File: src/rtl/input_port_router.sv
// Buffered input port of an XY-routed mesh router: queues incoming flits, computes the
// route from each head flit, reserves a switch path, forwards the packet, then releases it.
module input_port_router #(
    parameter int N             = 4,
    parameter int DATA_WIDTH    = 8,
    parameter int FIFO_DEPTH    = 4,
    parameter int X_POS         = 0,
    parameter int Y_POS         = 0,
    parameter int REQUEST_WIDTH = 3
) (
    input  logic                     clk,
    input  logic                     rst,
    input  logic [DATA_WIDTH-1:0]    in_data,
    input  logic                     in_valid,
    output logic                     in_ready,
    output logic [DATA_WIDTH-1:0]    out_data,
    output logic                     out_valid,
    input  logic                     out_ready,
    output logic                     routeReserveRequestValid,
    output logic [REQUEST_WIDTH-1:0] routeReserveRequest,
    input  logic                     routeReserveStatus,
    output logic                     routeRelieve,
    output logic                     drop_err
);

    localparam int AW  = $clog2(FIFO_DEPTH);
    localparam int IDW = $clog2(N * N);
    localparam logic [AW:0] DEPTH_C = (AW + 1)'(FIFO_DEPTH);
    localparam logic [AW:0] ZERO_C  = {(AW + 1){1'b0}};

    localparam logic [1:0] TYPE_HEAD   = 2'b01;
    localparam logic [1:0] TYPE_TAIL   = 2'b10;
    localparam logic [1:0] TYPE_SINGLE = 2'b11;

    localparam logic [REQUEST_WIDTH-1:0] PORT_NORTH = REQUEST_WIDTH'(0);
    localparam logic [REQUEST_WIDTH-1:0] PORT_SOUTH = REQUEST_WIDTH'(1);
    localparam logic [REQUEST_WIDTH-1:0] PORT_WEST  = REQUEST_WIDTH'(2);
    localparam logic [REQUEST_WIDTH-1:0] PORT_EAST  = REQUEST_WIDTH'(3);
    localparam logic [REQUEST_WIDTH-1:0] PORT_LOCAL = REQUEST_WIDTH'(4);

    typedef enum logic [1:0] {
        S_IDLE    = 2'b00,
        S_REQ     = 2'b01,
        S_ACTIVE  = 2'b10,
        S_RELIEVE = 2'b11
    } state_t;

    // Dimension-ordered routing: resolve X first, then Y.
    function automatic logic [REQUEST_WIDTH-1:0] xy_route(input logic [IDW-1:0] id);
        int dest_x;
        int dest_y;
        dest_x = int'(id) % N;
        dest_y = int'(id) / N;
        if (dest_x > X_POS)      xy_route = PORT_EAST;
        else if (dest_x < X_POS) xy_route = PORT_WEST;
        else if (dest_y > Y_POS) xy_route = PORT_NORTH;
        else if (dest_y < Y_POS) xy_route = PORT_SOUTH;
        else                     xy_route = PORT_LOCAL;
    endfunction

    logic [DATA_WIDTH-1:0]    r_mem [FIFO_DEPTH];
    logic [AW-1:0]            r_wr_ptr;
    logic [AW-1:0]            r_rd_ptr;
    logic [AW:0]              r_count;
    state_t                   r_state;
    state_t                   w_next_state;
    logic [REQUEST_WIDTH-1:0] r_route;
    logic                     r_drop_err;

    logic                     w_full;
    logic                     w_empty;
    logic                     w_push;
    logic                     w_pop;
    logic                     w_latch;
    logic                     w_drop;
    logic [DATA_WIDTH-1:0]    w_head;
    logic [1:0]               w_head_type;
    logic                     w_is_start;
    logic                     w_is_end;

    assign w_full      = (r_count == DEPTH_C);
    assign w_empty     = (r_count == ZERO_C);
    assign in_ready    = ~rst & ~w_full;
    assign w_push      = in_valid & in_ready;
    assign w_head      = r_mem[r_rd_ptr];
    assign w_head_type = w_head[DATA_WIDTH-1 -: 2];
    assign w_is_start  = (w_head_type == TYPE_HEAD) | (w_head_type == TYPE_SINGLE);
    assign w_is_end    = (w_head_type == TYPE_TAIL) | (w_head_type == TYPE_SINGLE);

    assign out_data            = w_head;
    assign routeReserveRequest = r_route;
    assign drop_err            = r_drop_err;

    // Flit buffer: circular pointers plus an occupancy count; a push is never taken while full.
    always_ff @(posedge clk) begin
        if (rst) begin
            r_wr_ptr <= {AW{1'b0}};
            r_rd_ptr <= {AW{1'b0}};
            r_count  <= ZERO_C;
        end else begin
            if (w_push) begin
                r_mem[r_wr_ptr] <= in_data;
                r_wr_ptr        <= r_wr_ptr + AW'(1);
            end
            if (w_pop) begin
                r_rd_ptr <= r_rd_ptr + AW'(1);
            end
            if (w_push && !w_pop) begin
                r_count <= r_count + (AW + 1)'(1);
            end else if (!w_push && w_pop) begin
                r_count <= r_count - (AW + 1)'(1);
            end else begin
                r_count <= r_count;
            end
        end
    end

    // FSM state register.
    always_ff @(posedge clk) begin
        if (rst) begin
            r_state <= S_IDLE;
        end else begin
            r_state <= w_next_state;
        end
    end

    // FSM next-state logic; the grant input only matters while requesting.
    always_comb begin
        w_next_state = r_state;
        case (r_state)
            S_IDLE: begin
                if (!w_empty && w_is_start) w_next_state = S_REQ;
                else                        w_next_state = S_IDLE;
            end
            S_REQ: begin
                if (routeReserveStatus) w_next_state = S_ACTIVE;
                else                    w_next_state = S_REQ;
            end
            S_ACTIVE: begin
                if (w_pop && w_is_end) w_next_state = S_RELIEVE;
                else                   w_next_state = S_ACTIVE;
            end
            S_RELIEVE: w_next_state = S_IDLE;
            default:   w_next_state = S_IDLE;
        endcase
    end

    // FSM outputs: stray body/tail flits are dropped while idle, heads only latch a route.
    always_comb begin
        out_valid                = 1'b0;
        routeReserveRequestValid = 1'b0;
        routeRelieve             = 1'b0;
        w_pop                    = 1'b0;
        w_latch                  = 1'b0;
        w_drop                   = 1'b0;
        case (r_state)
            S_IDLE: begin
                w_latch = ~w_empty & w_is_start;
                w_drop  = ~w_empty & ~w_is_start;
                w_pop   = ~w_empty & ~w_is_start;
            end
            S_REQ: begin
                routeReserveRequestValid = 1'b1;
            end
            S_ACTIVE: begin
                out_valid = ~w_empty;
                w_pop     = ~w_empty & out_ready;
            end
            S_RELIEVE: begin
                routeRelieve = 1'b1;
            end
            default: begin
                out_valid = 1'b0;
            end
        endcase
    end

    // Latched route and the registered drop pulse.
    always_ff @(posedge clk) begin
        if (rst) begin
            r_route    <= {REQUEST_WIDTH{1'b0}};
            r_drop_err <= 1'b0;
        end else begin
            if (w_latch) begin
                r_route <= xy_route(w_head[IDW-1:0]);
            end else begin
                r_route <= r_route;
            end
            r_drop_err <= w_drop;
        end
    end

endmodule

File: config.mk
export PLATFORM = sky130hd
export DESIGN_NAME = input_port_router
export DESIGN_NICKNAME = d
export VERILOG_FILES = /design/src/rtl/input_port_router.sv
export SDC_FILE = /design/constraint.sdc
export NUM_CORES = 1
export LEC_CHECK = 0
export BUFFER_PORTS_ARGS = -buffer_cell sky130_fd_sc_hd__clkbuf_2
export CAP_MARGIN = 0
export CORE_UTILIZATION = 50
export DETAILED_ROUTE_END_ITERATION = 12
export PLACE_DENSITY = 0.79
export RECOVER_POWER = 50
export REMOVE_ABC_BUFFERS = 1
export SETUP_SLACK_MARGIN = 0.1
export SLEW_MARGIN = 20
export SYNTH_ARGS = -nofsm -noshare
export SYNTH_HDL_FRONTEND = slang
export SYNTH_SLANG_ARGS = --single-unit
File: constraint.sdc
create_clock -name clk -period 6 [get_ports clk]
set_input_delay 0.6 -clock clk [delete_from_list [all_inputs] [get_ports clk]]
set_output_delay 0.6 -clock clk [all_outputs]
set_load 0.03 [all_outputs]
* After elaboration in Yosys (flattened, before gate mapping) *
Memories as Yosys holds them, arrays and structs flattened. A register that Yosys moved wholly into a read port is not among the register bits.
Index checks and enable logic that the tools add are counted.

operators by class
  add/subtract/negate cells = 4
  $lt $le $gt $ge = 4
  equal/unequal tests = 7
  multiplexer cells = 20
  bitwise operators = 12
  reductions and logical operators = 11

operators with widths
  cell                                                                              number
  3-bit two-way mux                                                                 6
  1-bit two-way mux                                                                 9
  2-bit equality test (second input constant)                                       4
  2-bit one-hot mux with 4 select lines                                             1
  2-bit two-way mux                                                                 3
  1-bit AND                                                                         5
  1-bit inverter                                                                    5
  2-bit by 1-bit adder with 2-bit output (second input constant)                    2
  2-bit by 1-bit equality test with 1-bit output (second input constant)            2
  2-bit by 1-bit greater-than comparator with 1-bit output (second input constant)  2
  1-bit logical AND                                                                 4
  2-bit by 1-bit < comparator with 1-bit output (second input constant)             2
  3-bit by 1-bit adder with 3-bit output (second input constant)                    1
  3-bit equality test (second input constant)                                       1
  1-bit logical NOT                                                                 3
  3-bit logical NOT                                                                 1
  3-bit by 1-bit subtractor with 3-bit output (second input constant)               1
  2-bit logical NOT                                                                 1
  1-bit OR                                                                          2
  1-bit one-hot mux with 2 select lines                                             1
  2-bit nonzero test                                                                1
  2-bit OR reduction                                                                1

word-level totals
  register bits after elaboration = 13
  bits in writable memories = 32
  input port bits = 13
  output and inout bits = 16
  memories kept = 1

memories
  name   depth  bits a word  rd ports  clocked after memory_dff  write ports  line  source
  r_mem  4      8            1         1                         1            61    logic [DATA_WIDTH-1:0] r_mem [FIFO_DEPTH];

* Logic depth before layout (Yosys ltp) *
Gate-level depths: netlist (run 1).

  depth in word-level cells = 8
  depth in mapped cells = 10
  gate-level depth less buffers = 9

* Worst setup path before layout (run 1) *
No wires, ideal clock.

  kind = reg-to-reg
  start point = register (tool-made name)
  end point = register r_count[2]
  setup time = 71 ps
  arrival = 2331 ps
  required time = 5929 ps
  path slack = 3598 ps
  cell stages (with the launch flop) = 11
  period minus slack after synthesis = 2402 ps
  path through = dfxtp_1 -> buf_6 -> mux4_2 -> nor4_2 -> nor2_1 -> ha_1 -> inv_1 -> fa_1 -> xor2_1 -> or3_1 -> a21oi_1

RTL lines
  item                  line  source
  end signal, assigned  109   r_count <= r_count + (AW + 1)'(1);
  end signal, assigned  111   r_count <= r_count - (AW + 1)'(1);
  end signal, assigned  113   r_count <= r_count;
  end, declared         64    logic [AW:0] r_count;

* Worst setup path after layout (run 1) *
  start point = input port rst
  end point = register r_count[2]

between the ends
  longest elaborated chain between the ends = 6

RTL lines
  item                                 line  source
  start, declared                      12    input logic rst,
  1-bit inverter                       83    assign in_ready = ~rst & ~w_full;
  1-bit AND                            83
  1-bit AND                            84    assign w_push = in_valid & in_ready;
  1-bit logical NOT                    110   end else if (!w_push && w_pop) begin
  1-bit logical AND                    110
  2-bit nonzero test (no source line)  -

Parallel ways exist; a longest one is shown, timed or not.
A chain may end at the register's enable or synchronous reset.

==> results.md, run 1 <==
| Metric | Value |
|:---|:---|
| Status | complete, no violations |
| Kind of cell with the highest combined delay on the critical path | compound AO/OA/AOI/OAI gates |
| Distinct cell type count of the synthesized netlist | 34 |
| Mapped Avg Cell Area | 16.3 um^2 |
| Number of iterations in the first detailed-routing pass | 4 |
| Hold Violations, Final | 0 |
| Classification of the worst-slack hold path | flop to flop |
| Area share of the leading cell type in the synthesized netlist | 50.9% |
| Gate count after technology mapping | 116 |
| Highest Clock Rate | 336 MHz |
| CP endpoint kind | flop |
| Fraction of registers with async set/reset | 0% |
| Count of antenna diodes in the layout | 0 |
| Starting utilization of the core area | 54.4% |
| Number of antenna violations at the first check in global routing | 0 |
| Via total after detailed routing | 1,023 |
| Clock latency of the later-clocked register in the worst-skew pair | 0.28 ns |
| Bufs and invs on worst path | 2 |
| Sequential standard cell area | 1240 um^2 |
| Yosys reg bits | 46 |
| Number of synthesized flops with an enable pin | 32 |
| Clock edge transition at the registers on the reported setup and hold paths | 0.07 ns |
| Proportion of power drawn by the clock network | 19.1% |
| Critical Path Source | rst |
| Setup repair after global routing missed its margin | no |
| Total gr overflow | 0 |
| Slowest library cell on the worst path | a211oi_1 |
| Crit path max fanout | 16 |
| Largest net degree at the start of global routing | 17 |
| Leakage power | 0.755 nW |
| Floorplan die height | 63.5 um |
| Combinational Power Share | 33.8% |
| Clock Path Buffers | 2 |
| Horizontal extent of the die | 63.5 um |
| Proportion of total power due to net switching | 35.3% |
| Total length of routed wires | 2.95 mm |
| Internal cell power | 0.000582 W |
| Count of port buffers added during placement | 28 |
| Drt via density | 5.30 |
| CP Class | primary input to flop |
| Ports | 29 |
| Wire length of the first global-routing pass | 4.71 mm |
| Total track usage | 16.1% |
| Gp weighted congestion | 0.720 |
| Area of the core | 3470 um^2 |
| Clock tree from TritonCTS | yes |
| Sinks on the clock net | 46 |
| Share of cells above drive strength 1 | 14.3% |
| Clock buffer count from CTS | 5 |
| Root buf cell | clkbuf_8 |
| Total negative slack | 0 ns |
| Worst setup SP type | primary input |
| Total of hold buffers inserted after clock tree synthesis | 0 |
| Max incr delay on CP | 0.82 ns |
| Total power per unit cell area | 428 nW/um^2 |
| Setup fix buffers added after clock tree synthesis | 0 |
| Post-CTS Resized | 0 |
| Via count of the first global-routing pass | 1,007 |
| Setup WS pre-CTS | 3.14 ns |
| Net switching component of the power | 0.000317 W |
| Remaining antenna violation count | 0 |
| Remaining routing DRC violations | 0 |
| Worst Max-Slew Pin Slew | 0.914 ns |
| Cell with the most instances after synthesis | edfxtp_1 |
| Number of nets at the end of the flow | 165 |
| Final setup violation count | 0 |
| Min setup slack post-route | 3.03 ns |
| Sequential element share of the synthesized area | 65.7% |
| Cells taking the most area after synthesis | edfxtp_1 51%, dfxtp_1 15%, mux4_1 9.7% |
| H-Tree Depth | 2 |
| Worst slew margin relative to its limit | 38.7% |
| Peak supply drop | 0.165 mV |
| Routed length per instance | 15.3 um |
| Post-synth top flop | edfxtp_1 |
| Number of warnings reported in the yosys synthesis log | 0 |
| Area of the multi-input gates | 582 um^2 |
| Data arrival at the endpoint of the critical path | 3.18 ns |
| Biggest area consumer among synthesized cells | edfxtp_1 |
| HP Start | routeReserveRequest[2] |
| Die outline area | 4030 um^2 |
| Ratio of final minimum period to clock period | 49.6% |
| Cell area after technology mapping | 1890 um^2 |
| First DRT Iteration DRCs | 59 |
| Final critical-path required period | 2.97 ns |
| Final clock skew | 0.00687 ns |
| Fill cells | 296 |
| Crit path cell chain | clkbuf_1 > a211oi_1 > ha_1 > inv_1 > fa_1 > xor2_1 > or3_1 > a21oi_1 |
| Final number of max-transition violations | 0 |
| Placed wire-length estimate | 2.14 mm |
| Area delta synth->final | 11.2% |
| Part of the power in registers | 47.0% |
| Core Rows | 21 |
| Most numerous cell types in the synthesized netlist | 32 x edfxtp_1, 14 x dfxtp_1, 8 x nor2_1 |
| Max Cap Violations | 0 |
| Data required, critical path | 6.20 ns |
-- through the flow --
step	cell area [um^2]	hold WS, ns	total power, W	utilization [%]	instances
after floorplan	1860	0.489	0.000664	-	111
after global placement	2050	0.476	0.000729	59.2	185
after detailed placement	2050	0.537	0.000748	59.2	185
after CTS	2130	0.524	0.000918	61.5	193
after global routing	2100	0.560	0.000946	60.5	193
final	2100	0.541	0.000899	60.5	193
-- state kept, by name (all words and copies together), names as in the netlist, named ones only --
name                 flops
drop_err                 1
r_count                  3
r_mem                   32
r_rd_ptr                 2
r_state                  1
r_wr_ptr                 2
routeReserveRequest      2
-- cells in the final DEF (no fill, tap or decap), types with 2 or more instances in the layout --
master    synthesis  layout
clkbuf_1          2      18
ha_1              5       5
nand2_1           2       2
inv_1             5       5
nor2b_1           3       3
and2_1            5       4
mux4_1            7       7
xor2_1            2       2
nor4_1            1       2
nor2_1            8       8
clkbuf_8          0       5
a21oi_1           4       4
nor3_1            5       5
dfxtp_1          14      14
edfxtp_1         32      32
clkbuf_2          1      12
mux2i_1           2       2
-- cell families after synthesis --
group	count (synthesis)	share of synthesized area [%]
fa+ha+maj	6	4.37
buf+inv	10	2.65
simple gates	31	10.0
flops	46	65.7
mux	11	12.6
compound gates	9	3.25
xor+xnor	3	1.39
-- layer usage --
| metal | wire length (um) | GRT usage, % | up-vias | share of wire (%) |
|---|---|---|---|---|
| met3 | 128 | 4.53 | 2 | 4.3 |
| met4 | 19 | 5.97 | 0 | 0.65 |
| met5 | 0 | 0 | - | 0 |
| met2 | 1550 | 27.8 | 26 | 53 |
| met1 | 1250 | 18.9 | 499 | 42 |
| li1 | - | - | 496 | - |
-- worst register-to-register path: stages (launching register included) --
cell and delay [ns]:
dfxtp_1 0.58, mux4_2 0.59, nor4_1 0.46, nor2_1 0.10, ha_1 0.25, inv_1 0.09
fa_1 0.21, xor2_1 0.09, or3_1 0.31, a21oi_1 0.16
-- path summary, 6_finish.rpt --
path	endpoint	slack [ns]	cells after the start
setup / recovery	r_count[2]	3.03	8
hold / removal	routeReserveRequest[2]	0.54	2
setup reg to reg	r_count[2]	3.10	9
hold reg to reg	routeReserveRequest[2]	0.54	2
-- power groups by stage --
| stage | logic, W | registers, W | clock network (W) |
|---|---|---|---|
| after floorplan | 0.000226 | 0.000438 | 0 |
| after global placement | 0.000301 | 0.000428 | 0 |
| after detailed placement | 0.000316 | 0.000432 | 0 |
| after CTS | 0.000317 | 0.000425 | 0.000176 |
| after global routing | 0.000327 | 0.000430 | 0.000189 |
| final | 0.000304 | 0.000423 | 0.000172 |
-- layout make-up --
cell class	count	area share, %
multi-input cells	60	27.7
clock buffers	7	3.64
flip-flops and latches	46	59.1
inverters	5	0.894
well taps	46	2.74
repair buffers	28	5.72
clock inverters	1	0.179
Note: power is estimated with default switching activity, not from simulation.
==> run 2: changes to the inputs <==
PLACE_DENSITY = 0.81   (was 0.79)
clock period = 2.44 ns   (was 6 ns; I/O delays follow)
==> results.md, run 2 (same netlist as run 1, synthesis figures left out) <==
| Metric | Value | Delta |
|:---|:---|:---|
| Sinks on the clock net | 46 | unchanged |
| Final hold slack | 0.189 ns | -0.352 ns |
| Clock tree from TritonCTS | yes |  |
| Combinational Power Share | 35.3% | +1.5 points |
| CP endpoint kind | flop |  |
| Wire length of the first global-routing pass | 5.26 mm | +12% |
| Placed wire-length estimate | 2.27 mm | +6.1% |
| Cell with the most instances on the worst path | nor2_1 |  |
| Share of cells above drive strength 1 | 23.4% | +9.1 points |
| Total power per unit cell area | 1110 nW/um^2 | +160% |
| Peak supply drop | 0.402 mV | +140% |
| Worst Max-Slew Pin Slew | 0.529 ns | -0.386 ns |
| Number of antenna violations at the first check in global routing | 0 | unchanged |
| Worst slew margin relative to its limit | 64.7% | +26 points |
| Routed length per instance | 16.4 um | +7.5% |
| Data arrival at the endpoint of the critical path | 2.43 ns | -0.75 ns |
| Internal cell power | 0.00160 W | +170% |
| Drt via density | 5.35 | +0.84% |
| Leakage power | 0.807 nW | +7.0% |
| Sequential standard cell area | 1240 um^2 | +0.30% |
| Via total after detailed routing | 1,069 | +4.5% |
| Bufs and invs on worst path | 1 | -1 |
| Remaining routing DRC violations | 0 | unchanged |
| Crit path max fanout | 3 | -13 |
| Layout Utilization | 63.9% | +3.3 points |
| Remaining antenna violation count | 0 | unchanged |
| Fill cells | 281 | -5.1% |
| Status | complete, no violations |  |
| Die outline area | 4030 um^2 | unchanged |
| Post-layout power | 0.00246 W | +170% |
| Placed Area | 2100 um^2 | +2.2% |
| Count of port buffers added during placement | 28 | unchanged |
| Setup repair after global routing missed its margin | yes |  |
| Max Cap Violations | 0 | unchanged |
| Clock latency of the later-clocked register in the worst-skew pair | 0.30 ns | +0.02 ns |
| Floorplan die height | 63.5 um | unchanged |
| Number of iterations in the first detailed-routing pass | 4 | unchanged |
| Total gr overflow | 0 | unchanged |
| Root buf cell | clkbuf_8 |  |
| Total negative slack | 0 ns | unchanged |
| Final clock skew | 0.00602 ns | -0.000849 ns |
| Starting utilization of the core area | 54.4% | unchanged |
| Most common cell after layout, fill and taps aside | edfxtp_1 |  |
| Proportion of power drawn by the clock network | 22.6% | +3.5 points |
| Final setup violation count | 0 | unchanged |
| Worst setup SP type | flop |  |
| Top flop regs | r_mem x32, r_count x3 |  |
| Horizontal extent of the die | 63.5 um | unchanged |
| First DRT Iteration DRCs | 57 | -3.4% |
| Commonest cells after routing, fill and taps aside | 32 x edfxtp_1, 18 x clkbuf_1, 13 x clkbuf_2, 11 x dfxtp_1, 8 x nor2_1 |  |
| Max incr delay on CP | 0.54 ns | -0.28 ns |
| Hold Crit Depth | 3 | +1 |
| Slowest library cell on the worst path | mux4_2 |  |
| H-Tree Depth | 2 | unchanged |
| Via count of the first global-routing pass | 1,093 | +8.5% |
| Max FFs per register | 32 | unchanged |
| CP Class | flop to flop |  |
| Total of hold buffers inserted after clock tree synthesis | 0 | unchanged |
| Count of antenna diodes in the layout | 0 | unchanged |
| Core Rows | 21 | unchanged |
| Highest Clock Rate | 446 MHz |  |
| Total number of cells along the worst setup path | 8 | unchanged |
| Net switching component of the power | 0.000861 W | +170% |
| Clock buffer count from CTS | 5 | unchanged |
| Clock edge transition at the registers on the reported setup and hold paths | 0.08 ns | about the same |
| Clock Path Buffers | 2 | unchanged |
| Data required, critical path | 2.63 ns | -3.57 ns |
| Area of the core | 3470 um^2 | unchanged |
| Ports | 29 | unchanged |
| Classification of the worst-slack hold path | primary input to flop |  |
| Final number of max-transition violations | 0 | unchanged |
| Largest net degree at the start of global routing | 16 | -1 |
| Proportion of total power due to net switching | 35.1% | -0.25 points |
| Total track usage | 18.3% | +2.2 points |
| Final critical-path required period | 2.24 ns |  |
| Total length of routed wires | 3.28 mm | +11% |
| Worst reg-to-reg path cell count | 8 | -1 |
| Ratio of final minimum period to clock period | 91.9% |  |
| Hold Violations, Final | 0 | unchanged |
| Kind of cell with the highest combined delay on the critical path | multiplexers |  |
| Crit path cell chain | mux4_2 > nor4_4 > nor2_1 > ha_1 > inv_1 > fa_1 > mux2i_1 > nor2_1 |  |
| Number of nets at the end of the flow | 172 | +4.2% |
| Part of the power in registers | 42.1% | -4.9 points |
| Top register by number of flip-flops | r_mem |  |
| Area of the multi-input gates | 617 um^2 | +6.0% |
| Area delta synth->final | 17.3% |  |
| Summed area of non-filler cells in the final layout | 2210 um^2 | +5.5% |
| Gp weighted congestion | 0.688 | -4.5% |
-- run 2: cell types whose count changed in the layout (fill, tap and decap cells not counted), sizes merged --
cell      previous run  this run
buf                  0         5
bufinv               0         1
clkbuf              35        36
clkinv               1         0
clkinvlp             0         1
-- run 2: what timing repair did --
| action | 4_1_cts | 5_1_grt |
|---|---|---|
| endpoints found under the setup margin | 1 | 2 |
| resized for setup | 1 | 6 |
| pin swaps | 0 | 1 |
| setup buffers | 0 | 1 |
-- run 2: final cells by class --
cell class / instances / share of cell area (%)
flip-flops and latches: 46 / 56.2
multi-input cells: 60 / 27.9
well taps: 46 / 2.60
repair buffers: 35 / 7.51
clock buffers: 6 / 3.28
inverters: 5 / 0.847
clock inverters: 2 / 1.69
-- run 2: per-stage QoR --
stage	worst slack, ns	instances
2_1_floorplan	-0.0716	111
3_3_place_gp	0.183	191
3_5_place_dp	0.0639	191
4_1_cts	0.148	199
5_1_grt	0.0634	200
6_report	0.197	200
-- run 2: metal layers --
metal | track usage, % | share of wire (%) | vias to the layer above
li1 | - | - | 513
met1 | 23.0 | 46 | 519
met2 | 29.3 | 49 | 30
met3 | 4.35 | 3.6 | 7
met4 | 9.38 | 2.0 | 0
met5 | 0 | 0 | -
-- run 2: power groups by stage --
stage	Clock (W)	Combinational [W]	Sequential (W)
5_1_grt	0.000599	0.000922	0.00105
3_5_place_dp	0	0.000849	0.00103
3_3_place_gp	0	0.000807	0.00102
4_1_cts	0.000566	0.000859	0.00102
6_report	0.000556	0.000868	0.00103
2_1_floorplan	0	0.000555	0.00108
-- run 2: worst reg2reg max path, stage by stage, from the launching register on --
cell and delay (ns):
edfxtp_1 0.37, mux4_2 0.54, nor4_4 0.18, nor2_1 0.07
ha_1 0.24, inv_1 0.08, fa_1 0.41, mux2i_1 0.18
nor2_1 0.07
-- run 2: worst paths after layout --
path / from / end / slack, ns
hold / removal: routeReserveStatus / flop / 0.19
setup / recovery: r_mem[3][6] / r_count[1] / 0.20
hold reg to reg: routeReserveRequest[2] / routeReserveRequest[2] / 0.52
setup reg to reg: r_mem[3][6] / r_count[1] / 0.20
==> run 3: changes to the inputs <==
ABC_AREA = 1   (was default)
==> results.md, run 3 <==
| Metric | Value | Delta |
|:---|:---|:---|
| Status | complete, no violations |  |
| Mapped Avg Cell Area | 10.2 um^2 | -37% |
| Total track usage | 19.6% | +1.3 points |
| First DRT Iteration DRCs | 97 | +70% |
| Peak supply drop | 0.522 mV | +30% |
| Setup repair after global routing missed its margin | no |  |
| Gp weighted congestion | 0.828 | +20% |
| Floorplan die height | 64.9 um | +2.2% |
| Drt via density | 5.05 | -5.5% |
| Distinct cell type count of the synthesized netlist | 21 | -38% |
| Total of hold buffers inserted after clock tree synthesis | 0 | unchanged |
| Top register by number of flip-flops | r_mem |  |
| Min setup slack post-route | 0.205 ns | +0.00794 ns |
| Most common cell after layout, fill and taps aside | nand2_1 |  |
| Most numerous cell types in the synthesized netlist | 36 x nand2_1, 32 x edfxtp_1, 23 x nor2_1 |  |
| Cell with the most instances on the worst path | nand2_1 |  |
| Max FFs per register | 32 | unchanged |
| Post-synth top flop | edfxtp_1 |  |
| Area of the core | 3720 um^2 | +7.1% |
| Final critical-path required period | 2.23 ns | -0.00794 ns |
| Horizontal extent of the die | 64.9 um | +2.2% |
| Net switching component of the power | 0.000943 W | +9.5% |
| Number of synthesized flops with an enable pin | 32 | unchanged |
| Clock buffer count from CTS | 5 | unchanged |
| Max Cap Violations | 0 | unchanged |
| H-Tree Depth | 2 | unchanged |
| Total negative slack | 0 ns | unchanged |
| Most used routing layer | met2 |  |
| Area delta synth->final | 13.6% |  |
| CP endpoint kind | flop |  |
| Commonest cells after routing, fill and taps aside | 39 x nand2_1, 32 x edfxtp_1, 24 x nor2_1, 22 x inv_1 |  |
| Number of warnings reported in the yosys synthesis log | 0 | unchanged |
| Number of nets at the end of the flow | 249 | +45% |
| Highest Clock Rate | 447 MHz | +0.36% |
| Count of port buffers added during placement | 28 | unchanged |
| Routed length per instance | 12.9 um | -21% |
| Root buf cell | clkbuf_8 |  |
| Number of antenna violations at the first check in global routing | 0 | unchanged |
| Cell area after technology mapping | 1980 um^2 | +4.6% |
| Fraction of registers with async set/reset | 0% | unchanged |
| Worst Max-Slew Pin Slew | 0.363 ns | -0.166 ns |
| Combinational Power Share | 38.4% | +3.1 points |
| Data required, critical path | 2.62 ns | about the same |
| Area share of the leading cell type in the synthesized netlist | 48.6% | -2.3 points |
| Part of the power in registers | 42.1% | about the same |
| Die outline area | 4210 um^2 | +4.5% |
| Total gr overflow | 0 | unchanged |
| CP Class | flop to flop |  |
| Fill cells | 330 | +17% |
| Cell with the most instances after synthesis | nand2_1 |  |
| Fraction of met1 tracks used by global routing | 21.9% | -1.1 points |
| Clock Path Buffers | 2 | unchanged |
| Classification of the worst-slack hold path | primary input to flop |  |
| Setup fix buffers added after clock tree synthesis | 0 | unchanged |
| Count of antenna diodes in the layout | 0 | unchanged |
| Core Rows | 22 | +4.8% |
| Total power per unit cell area | 1060 nW/um^2 | -4.6% |
| Via count of the first global-routing pass | 1,345 | +23% |
| Post-layout power | 0.00237 W | -3.4% |
| Remaining routing DRC violations | 0 | unchanged |
| Final number of max-transition violations | 0 | unchanged |
| Proportion of total power due to net switching | 39.7% | +4.7 points |
| Biggest area consumer among synthesized cells | edfxtp_1 |  |
| Final clock skew | 0.00667 ns | +0.000651 ns |
| Placed wire-length estimate | 2.64 mm | +16% |
| Share of cells above drive strength 1 | 16.0% | -7.4 points |
| Largest net degree at the start of global routing | 17 | +1 |
| Post-CTS Resized | 0 | -1 |
| Starting utilization of the core area | 53.2% | -1.3 points |
| Setup WS pre-CTS | 0.314 ns | +0.250 ns |
| Total length of routed wires | 3.61 mm | +10% |
| Crit path max fanout | 16 | +13 |
| Slowest library cell on the worst path | dfxtp_1 |  |
| Worst slew margin relative to its limit | 75.9% | +11 points |
| Yosys reg bits | 46 | unchanged |
| Final setup violation count | 0 | unchanged |
| Leakage power | 0.939 nW | +16% |
| Met2 track demand over resource in global routing | 33.5% | +4.2 points |
| Hold Violations, Final | 0 | unchanged |
| Met3 Resource Use GR | 5.46% | +1.1 points |
| Crit path cell chain | inv_4 > nand2_1 > nand3_1 > nand2_1 > nand2_1 > nand2_2 > inv_2 > ha_1 > inv_1 > fa_1 > a21oi_1 > o21ai_0 > o21ai_0 > a21oi_1 |  |
| Cells taking the most area after synthesis | edfxtp_1 49%, dfxtp_1 14%, nand2_1 6.8% |  |
| Max incr delay on CP | 0.37 ns | -0.17 ns |
| Clock tree from TritonCTS | yes |  |
| Wire length of the first global-routing pass | 5.89 mm | +12% |
| Gate count after technology mapping | 193 | +66% |
| Data arrival at the endpoint of the critical path | 2.42 ns | about the same |
| Clock latency of the later-clocked register in the worst-skew pair | 0.30 ns | about the same |
| Ratio of final minimum period to clock period | 91.6% | -0.33 points |
| Proportion of power drawn by the clock network | 19.5% | -3.1 points |
| Sinks on the clock net | 46 | unchanged |
| Ports | 29 | unchanged |
| Number of iterations in the first detailed-routing pass | 7 | +3 |
| Via total after detailed routing | 1,409 | +32% |
| Top flop regs | r_mem x32, r_count x3 |  |
| Worst setup SP type | flop |  |
| Internal cell power | 0.00143 W | -10% |
| Remaining antenna violation count | 0 | unchanged |
| Clock edge transition at the registers on the reported setup and hold paths | 0.08 ns | about the same |
| Sequential element share of the synthesized area | 62.8% | -2.9 points |
==> run 3: cell count changes after synthesis, moves of 3 or more <==
cell     change
nand2_1     +34
inv_1       +17
nor2_1      +15
nand3_1     +14
o21ai_0     +11
a21oi_1      +7
mux4_1       -7
nand2_2      +7
and2_1       -5
nor3_1       -4
nor2b_1      -3
==> run 3: path summary, 6_finish.rpt <==
check	startpoint	endpoint	slack [ns]	cells after the start
max	flop	r_count[2]	0.21	14
min	rst	r_state[0]	0.19	2
max reg2reg	flop	r_count[2]	0.21	14
min reg2reg	r_count[0]	r_count[0]	0.52	1
==> run 3: final cells by class <==
class | instances | area, um^2 | area share, %
flip-flops and latches | 46 | 1240 | 55.3
multi-input cells | 117 | 579 | 25.8
well taps | 48 | 60.1 | 2.68
repair buffers | 35 | 176 | 7.86
clock buffers | 8 | 90.1 | 4.02
inverters | 25 | 96.3 | 4.29
==> run 3: critical path, delay by kind of cell, from the launching register on <==
family                     cells  cell delay [ns]
DFF                            1             0.37
and+or+nand+nor                5             0.47
buffers and inverters          3             0.30
AOI/OAI and AO/OA              4             0.48
adders and majority gates      2             0.51
==> run 3: kinds of logic (layout without fill, tap and decap cells) <==
| family | Yosys count | after routing | share of synthesized area (%) |
|---|---|---|---|
| AO/OA/AOI/OAI | 25 | 25 | 6.46 |
| XOR/XNOR | 1 | 1 | 0.443 |
| buffers and inverters | 30 | 68 | 7.35 |
| AND/OR/NAND/NOR | 85 | 85 | 18.7 |
| flip-flops | 46 | 46 | 62.8 |
| adder cells (fa/ha/maj) | 6 | 6 | 4.18 |
==> run 3: power groups by stage <==
stage	combinational [W]	sequential, W	clock [W]
2_1_floorplan	0.000598	0.00109	0
3_3_place_gp	0.000910	0.00101	0
3_5_place_dp	0.000931	0.00102	0
4_1_cts	0.000942	0.00100	0.000471
5_1_grt	0.00101	0.00101	0.000511
6_report	0.000911	0.000999	0.000464
==> run 3: per-layer routing <==
metal | up-vias | routed length (um)
li1 | 702 | -
met3 | 10 | 214
met4 | 0 | 84
met1 | 652 | 1460
met5 | - | 0
met2 | 45 | 1850
==> run 3: metrics by stage <==
stage | cells | utilization [%] | instance area [um^2] | hold slack (ns)
floorplan | 188 | - | 1930 | 0.313
global placement | 271 | 58.7 | 2180 | 0.462
detailed placement | 271 | 58.7 | 2180 | 0.465
CTS | 279 | 61.1 | 2270 | 0.158
global route | 279 | 60.4 | 2240 | 0.195
finish | 279 | 60.4 | 2240 | 0.188
